`config.mk`:
```
export PLATFORM = sky130hd
export DESIGN_NAME = mem_access_ctrl
export DESIGN_NICKNAME = d
export VERILOG_FILES = /design/src/rtl/mem_access_ctrl.sv
export SDC_FILE = /design/constraint.sdc
export NUM_CORES = 1
export LEC_CHECK = 0
export CORE_ASPECT_RATIO = 1.2
export CORE_MARGIN = 8
export CORE_UTILIZATION = 43
export DETAILED_ROUTE_END_ITERATION = 12
export PLACE_DENSITY = 0.81
export SLEW_MARGIN = 10
export SYNTH_ARGS = -nofsm -noshare
export SYNTH_HDL_FRONTEND = slang
export SYNTH_SLANG_ARGS = --single-unit
```
`constraint.sdc`:
```
create_clock -name clk -period 3.2 [get_ports clk]
set_clock_uncertainty 0.15 [all_clocks]
set_input_delay 0.64 -clock clk [delete_from_list [all_inputs] [get_ports clk]]
set_output_delay 0.64 -clock clk [all_outputs]
set_load 0.01 [all_outputs]
```
`src/rtl/mem_access_ctrl.sv`:
```
// mem_access_ctrl: single-outstanding load/store controller with range checking,
// sign/zero extension for sub-word loads and read-modify-write for sub-word stores.
module mem_access_ctrl #(
    parameter int                AWIDTH    = 32,
    parameter int                DWIDTH    = 32,
    parameter logic [AWIDTH-1:0] BASE_ADDR = 32'h01000000,
    parameter int                DEPTH     = 1048576
) (
    input  logic              clk,
    input  logic              rst,
    input  logic              req_valid_i,
    output logic              req_ready_o,
    input  logic              req_write_i,
    input  logic [1:0]        req_size_i,
    input  logic              req_unsigned_i,
    input  logic [AWIDTH-1:0] req_addr_i,
    input  logic [DWIDTH-1:0] req_wdata_i,
    output logic              resp_valid_o,
    output logic [DWIDTH-1:0] resp_rdata_o,
    output logic              resp_err_o,
    output logic [AWIDTH-1:0] mem_addr_o,
    output logic [DWIDTH-1:0] mem_data_o,
    output logic              mem_read_en_o,
    output logic              mem_write_en_o,
    input  logic [DWIDTH-1:0] mem_data_i
);
    typedef enum logic [2:0] {IDLE, RD, RMW_RD, WR, RESP} state_t;

    localparam logic [AWIDTH:0] LIMIT = {1'b0, BASE_ADDR} + (AWIDTH+1)'(DEPTH - 1);

    state_t            r_state, w_next;
    logic              r_write, r_unsigned, r_err;
    logic [1:0]        r_size;
    logic [AWIDTH-1:0] r_addr;
    logic [DWIDTH-1:0] r_wdata, r_rdata;
    logic              w_accept, w_err;
    logic [AWIDTH:0]   w_last;
    logic [DWIDTH-1:0] w_merge, w_load;

    assign w_accept   = req_valid_i && req_ready_o;
    // Last byte address is computed one bit wider so a request wrapping past the top is rejected.
    assign w_last     = {1'b0, req_addr_i} + (AWIDTH+1)'(req_size_i == 2'b00 ? 0 : req_size_i == 2'b01 ? 1 : 3);
    assign w_err      = (req_size_i == 2'b11) || (req_addr_i < BASE_ADDR) || (w_last > LIMIT);
    assign mem_addr_o = r_addr;

    assign w_merge = (r_size == 2'b00) ? {r_rdata[DWIDTH-1:8], r_wdata[7:0]}
                                       : {r_rdata[DWIDTH-1:16], r_wdata[15:0]};
    assign w_load  = (r_size == 2'b00) ? {{(DWIDTH-8){~r_unsigned & r_rdata[7]}}, r_rdata[7:0]}
                   : (r_size == 2'b01) ? {{(DWIDTH-16){~r_unsigned & r_rdata[15]}}, r_rdata[15:0]}
                   : r_rdata;

    always_ff @(posedge clk) begin
        if (rst) r_state <= IDLE;
        else     r_state <= w_next;
    end

    always_comb begin
        w_next         = r_state;
        req_ready_o    = 1'b0;
        resp_valid_o   = 1'b0;
        resp_err_o     = 1'b0;
        resp_rdata_o   = '0;
        mem_read_en_o  = 1'b0;
        mem_write_en_o = 1'b0;
        mem_data_o     = '0;
        case (r_state)
            IDLE: begin
                req_ready_o = 1'b1;
                if (req_valid_i)
                    w_next = w_err ? RESP : !req_write_i ? RD : (req_size_i == 2'b10) ? WR : RMW_RD;
            end
            RD: begin
                mem_read_en_o = 1'b1;
                w_next        = RESP;
            end
            RMW_RD: begin
                mem_read_en_o = 1'b1;
                w_next        = WR;
            end
            WR: begin
                mem_write_en_o = !rst;
                mem_data_o     = (r_size == 2'b10) ? r_wdata : w_merge;
                w_next         = RESP;
            end
            RESP: begin
                resp_valid_o = 1'b1;
                resp_err_o   = r_err;
                resp_rdata_o = (r_err || r_write) ? '0 : w_load;
                w_next       = IDLE;
            end
            default: w_next = IDLE;
        endcase
    end

    always_ff @(posedge clk) begin
        if (rst) begin
            r_write    <= 1'b0;
            r_unsigned <= 1'b0;
            r_err      <= 1'b0;
            r_size     <= 2'b00;
            r_addr     <= BASE_ADDR;
            r_wdata    <= '0;
            r_rdata    <= '0;
        end else begin
            if (w_accept) begin
                r_write    <= req_write_i;
                r_unsigned <= req_unsigned_i;
                r_err      <= w_err;
                r_size     <= req_size_i;
                r_addr     <= req_addr_i;
                r_wdata    <= req_wdata_i;
            end
            if (mem_read_en_o) r_rdata <= mem_data_i;
        end
    end
endmodule

```
==> impl_metrics.tcl, run 1 <==
set metrics [dict create \
    worst_path_max_delay_cell "clkdlybuf4s50_1" \
    period_needed_ps 3091 \
    final_cell_mix "nand2_1, clkdlybuf4s50_1, a21oi_1" \
    finalSetupViolations 0 \
    worst_pin_slew_ps 1109 \
    status "complete, no violations" \
    syn_avg_cell_area_um2 7.162 \
    boundaryPins 204 \
    ant_nets 0 \
    synthMuxAreaShare_pct 0.2851 \
    tns_ps 0 \
    initial_utilization_pct 43.95 \
    routed_wl_mm 16.60 \
    place.port_buffers 203 \
    synthAdderAreaFrac_pct 0.9331 \
    core_area_um2 10980 \
    yosys.area.top_type "dfxtp_1" \
    fmax_ghz 0.3235 \
    synth_edf_count 0 \
    hold_class "reg2reg" \
    drive_gt1_share_pct 7.399 \
    critical-path-top-delay-family "buffers and inverters" \
    first_global_vias 5266 \
    synth_top_family_by_area "simple AND/OR/NAND/NOR gates" \
    max_stage_delay_ps 550 \
    synthSimpleGateAreaFrac_pct 29.96 \
    highest_layer "met4" \
    reg2reg_setup_slack_ps 1330 \
    worst_ep_arrival_time_ps 2300 \
    synth_top_cell_area_share_pct 43.13 \
    crit_required_ps 2410 \
    rsz0062_at_grt "no" \
    antenna_found_initial 0 \
    drt_iter0_drc 272 \
    yosysUniqueCellTypes 52 \
    yosys-top-cells-area "dfxtp_1, nand2_1, a21oi_1, clkbuf_1, and2_1" \
    num-nets-final 966 \
    htreeDepth 3 \
    cts_tree "done" \
    netlist_area_um2 4827 \
    via_count 5242 \
    postSynthNetCount 780 \
    synth_xor_area_share_pct 0.7258 \
    final-hold-violation-count 0 \
    final_common_cell "nand2_1" \
    areaGrowthSynthToFinish_pct 52.90 \
    clk_transition_reported_paths_ps 70 \
    clk_path_buf_depth 2 \
    hpwl_mm 12.04 \
    overflow 0 \
    wl_met2_mm 8.364 \
    crit_fanout 8 \
    period_share_pct 96.61 \
    critPathKind "reg2out" \
    rows 42 \
    synthArstFlopShare_pct 0 \
    max_slew_margin_pct 26.07 \
    synthFlopType "dfxtp_1" \
    dieArea_um2 14890 \
    die_w_um 112.7 \
    drc 0 \
    clkSinkCount 104 \
    syn_inst 674 \
    path_cells "nor3b_2, nor3b_4, a21boi_4, buf_4, o21a_1, clkdlybuf4s50_1" \
    grt_max_degree 105 \
    clkLatencyLatePin_ps 330 \
    ys_warn_count 0 \
    first_pass_iters 5 \
    root_buffer "clkbuf_16" \
    track_usage_pct 21.35 \
    drv_cap 0 \
    ys_ff_latch 104 \
    yosysSeqAreaShare_pct 43.13 \
    die_y_um 132.1 \
    finalPower_uw 2992 \
    gp_congestion 0.8524 \
    cp-start-kind "register" \
    wl_per_cell_um 16.64 \
    cp-end-kind "output pin" \
    antenna_cells 0 \
    peakVddDrop_mv 0.2543 \
    met1_length_mm 6.279 \
    cp_num_buf_inv 2 \
    cts_buffers 9 \
    synth_compound_gate_area_share_pct 18.74 \
    wl_met3_mm 1.560 \
    slew_violations 0 \
    p_per_area_nw_per_um2 405.4 \
    grt_pass1_wl_mm 25.86 \
    p_leak_uw 0.002717 \
    viasPerCell 5.258 \
]
worst register-to-register path: cells and delay by family (launching register included):
| kind | cells | cell delay [ps] |
|---|---|---|
| flops | 1 | 380 |
| simple gates | 3 | 850 |
| buf+inv | 1 | 280 |
| compound gates | 1 | 70 |
cell type report:
cell class                      instances  area, um2
Fill cell                             944       3602
Multi-Input combinational cell        500       2521
Timing Repair Buffer                  224       2220
Sequential cell                       104       2082
Clock buffer                           12      236.5
Tap cell                              132      165.2
Inverter                               21      80.08
Clock inverter                          4      76.32
cells by family (layout without fill, tap and decap cells):
logic type                 count (synthesis)  count (layout)
xor gates and xnor gates                   4               4
AOI/OAI and AO/OA                        163             163
buffers and inverters                     70             261
muxes                                      1               1
and+or+nand+nor                          329             329
adders and majority gates                  3               3
DFF                                      104             104
worst paths after layout:
| path | end | from | depth (start not counted) |
|---|---|---|---|
| setup / recovery | resp_rdata_o[8] | r_state[1] | 6 |
| hold / removal | r_rdata[2] | r_rdata[2] | 2 |
| setup reg to reg | mem_addr_o[5] | r_state[1] | 5 |
| hold reg to reg | r_rdata[2] | r_rdata[2] | 2 |
synth_stat cells (all sizes together) (2+ instances only):
cell type and instances:
nand2 255, a21oi 140, dfxtp 104, clkbuf 44, and2 20, inv 20, nor2 10, o21a 9
nand3 6, nor4 6, buf 5, nand2b 5, nor3 5, nand4 4, or2 4, and3 3
and4 3, a31o 2, a31oi 2, ha 2, nand3b 2, nor3b 2, xnor2 2, xor2 2
timing repair:
item,4_1_cts,5_1_grt
pin swaps,0,7
hold buffers,0,0
resized for setup,1,20
buffers inserted,0,4
setup endpoints to repair,15,29
routing by layer:
layer / up-vias / global-route usage [%]
met1: 2435 / 22.21
met2: 217 / 38.55
met4: 0 / 8.565
met5: - / 0
li1: 2566 / -
met3: 24 / 6.874
registers in the layout, indices dropped and copies added (netlist names):
signal / count
r_rdata: 32
r_state: 3
r_err: 1
r_size: 2
r_write: 1
mem_addr_o: 32
r_unsigned: 1
r_wdata: 32
per-stage QoR:
step / instance area (um2) / setup WS [ps] / hold WS, ps / std cells / util [%]
finish: 7381 / 108.5 / 302.2 / 997 / 67.20
global route: 7381 / 3.943 / 316.5 / 997 / 67.20
CTS: 7266 / 29.36 / 303.9 / 993 / 66.15
detailed placement: 6948 / -273.4 / 294.4 / 977 / 63.26
global placement: 6948 / -190.2 / 287.6 / 977 / 63.26
floorplan: 4827 / 435.0 / 281.7 / 674 / -
where the power goes:
part	internal, uW	leakage (uW)	switching [uW]
Sequential	1350	0.000850	29.8
Clock	690	0.000147	479
Combinational	236	0.00172	211
Total	2270	0.00272	720
(Power assumes the default switching activity.)
==> run 2: changes to the inputs <==
--- a/config.mk
+++ b/config.mk
@@ -8,6 +8,7 @@
 export CORE_ASPECT_RATIO = 1.2
 export CORE_MARGIN = 8
 export CORE_UTILIZATION = 43
+export CTS_CLUSTER_SIZE = 28
 export DETAILED_ROUTE_END_ITERATION = 12
 export PLACE_DENSITY = 0.81
 export SLEW_MARGIN = 10
==> results of run 2 <==
No change in the layout: final DEF, timing and power equal those of run 1.
==> run 3: changes to the inputs <==
--- a/config.mk
+++ b/config.mk
@@ -5,12 +5,12 @@
 export SDC_FILE = /design/constraint.sdc
 export NUM_CORES = 1
 export LEC_CHECK = 0
-export CORE_ASPECT_RATIO = 1.2
+export CORE_ASPECT_RATIO = 0.6
 export CORE_MARGIN = 8
-export CORE_UTILIZATION = 43
+export CORE_UTILIZATION = 46
 export CTS_CLUSTER_SIZE = 28
 export DETAILED_ROUTE_END_ITERATION = 12
-export PLACE_DENSITY = 0.81
+export PLACE_DENSITY = 0.86
 export SLEW_MARGIN = 10
 export SYNTH_ARGS = -nofsm -noshare
 export SYNTH_HDL_FRONTEND = slang
==> constraint.sdc (replaced) <==
create_clock -name clk -period 3.6 [get_ports clk]
set_clock_uncertainty 0.15 [all_clocks]
set_input_delay 0.72 -clock clk [delete_from_list [all_inputs] [get_ports clk]]
set_output_delay 0.72 -clock clk [all_outputs]
set_load 0.01 [all_outputs]
==> impl_metrics.tcl, run 3 (synthesized netlist as in run 1, its figures left out) <==
set metrics [dict create \
    period_share_pct 92.77 \
    crit_required_ps 2730 \
    rows 29 \
    hold_class "reg2reg" \
    die_y_um 95.35 \
    worst_pin_slew_ps 696.7 \
    internal-power_uw 1956 \
    period_needed_ps 3340 \
    slew_violations 0 \
    final-hold-violation-count 0 \
    clock_power_share_pct 37.7 \
    met3_usage_pct 9.052 \
    hpwl_mm 12.71 \
    final_cell_mix "nand2_1, clkdlybuf4s50_1, a21oi_1" \
    busiest_layer "met2" \
    postCtsSetupBuffers 0 \
    overflow 0 \
    final_util_pct 69.66 \
    core_area_um2 10380 \
    clk_transition_reported_paths_ps 70 \
    first_global_vias 5182 \
    antenna_cells 0 \
    track_usage_pct 23.68 \
    clk_path_buf_depth 2 \
    antenna_found_initial 0 \
    cp-end-kind "output pin" \
    worst_ep_arrival_time_ps 2470 \
    htreeDepth 3 \
    multi_input_area_um2 2456 \
    wl_per_cell_um 17.21 \
    sw_frac_of_total_pct 24.54 \
    root_buffer "clkbuf_16" \
    rsz0062_at_grt "no" \
    fmax_ghz 0.2994 \
    viasPerCell 5.336 \
    areaGrowthSynthToFinish_pct 49.77 \
    drt_iter0_drc 254 \
    num-nets-final 959 \
    cts_buffers 9 \
    cts_hold_buf 0 \
    globalRouteMet1Util_pct 29.32 \
    fill_cells 839 \
    switchingPower_uw 636.3 \
    p_leak_uw 0.002514 \
    place.port_buffers 203 \
    regArea_um2 2083 \
    tns_ps 0 \
    ant_nets 0 \
    grt_pass1_wl_mm 26.66 \
    boundaryPins 204 \
    cp-start-kind "register" \
    initial_utilization_pct 46.52 \
    pwr-share-seq_pct 47.2 \
    crit_fanout 16 \
    status "complete, no violations" \
    finalSetupViolations 0 \
    gp_congestion 0.8704 \
    grt_max_degree 68 \
    drv_cap 0 \
    drive_gt1_share_pct 5.834 \
    met2_usage_pct 38.46 \
    die_w_um 148.3 \
    routed_wl_mm 17.14 \
    cts_resized 0 \
    first_pass_iters 5 \
    drc 0 \
    critPathKind "reg2out" \
    clkLatencyLatePin_ps 340 \
    power.share.combinational_pct 15.2 \
    clkSinkCount 104 \
    max_slew_margin_pct 53.55 \
    peakVddDrop_mv 0.2428 \
    via_count 5315 \
    p_per_area_nw_per_um2 358.6 \
    cts_tree "done" \
    dieArea_um2 14140 \
    final_common_cell "nand2_1" \
]
run 3: changes by cell type in the layout (fill, tap and decap cells not counted), sizes merged:
cell	previous run	this run
clkdlybuf4s50	194	202
clkinv	0	1
bufinv	2	1
inv	21	20
dlymetal6s2s	8	0
buf	22	15
run 3: metal layers:
layer  vias up  routed length [um]
li1       2561                   -
met1      2509                7552
met2       226                7629
met3        19                1767
met4         0                 192
met5         -                   0
run 3: worst paths after layout:
check,start,endpoint,slack [ps],cells past startpoint
min reg2reg,r_rdata[0],r_rdata[0],300,2
min,r_rdata[0],r_rdata[0],300,2
max,r_state[2],resp_rdata_o[31],260,6
max reg2reg,r_state[1],r_wdata[18],1480,5
run 3: area by class of cell:
type                            instances  share of cell area (%)
Clock inverter                          3                  0.5884
Inverter                               21                   1.108
Sequential cell                       104                   28.82
Timing Repair Buffer                  217                   29.70
Tap cell                              139                   2.406
Clock buffer                           12                   3.409
Multi-Input combinational cell        500                   33.97
run 3: power groups by stage:
| stage | combinational, uW | clock, uW | sequential, uW |
|---|---|---|---|
| global route | 425 | 1040 | 1230 |
| finish | 393 | 976 | 1220 |
| CTS | 393 | 993 | 1220 |
| detailed placement | 391 | 0 | 1250 |
| floorplan | 152 | 0 | 1250 |
| global placement | 383 | 0 | 1250 |
run 3: per-stage QoR:
stage | std cells | area (um2) | worst slack [ps] | total power [uW] | hold WS (ps)
CTS | 996 | 7223 | 67.45 | 2609 | 304.8
global route | 996 | 7229 | 36.11 | 2690 | 320.5
detailed placement | 981 | 6934 | 52.72 | 1639 | 294.8
global placement | 981 | 6934 | 137.5 | 1628 | 287.1
finish | 996 | 7229 | 260.3 | 2592 | 303.4
floorplan | 674 | 4827 | 755.0 | 1405 | 281.7
run 3: worst max-delay path: stages, from the launching register on:
cell and delay [ps]:
dfxtp_2 420, nor3b_2 240, nor3b_2 210, a21boi_2 310, nand2_4 190, a21oi_1 170
clkdlybuf4s50_1 580
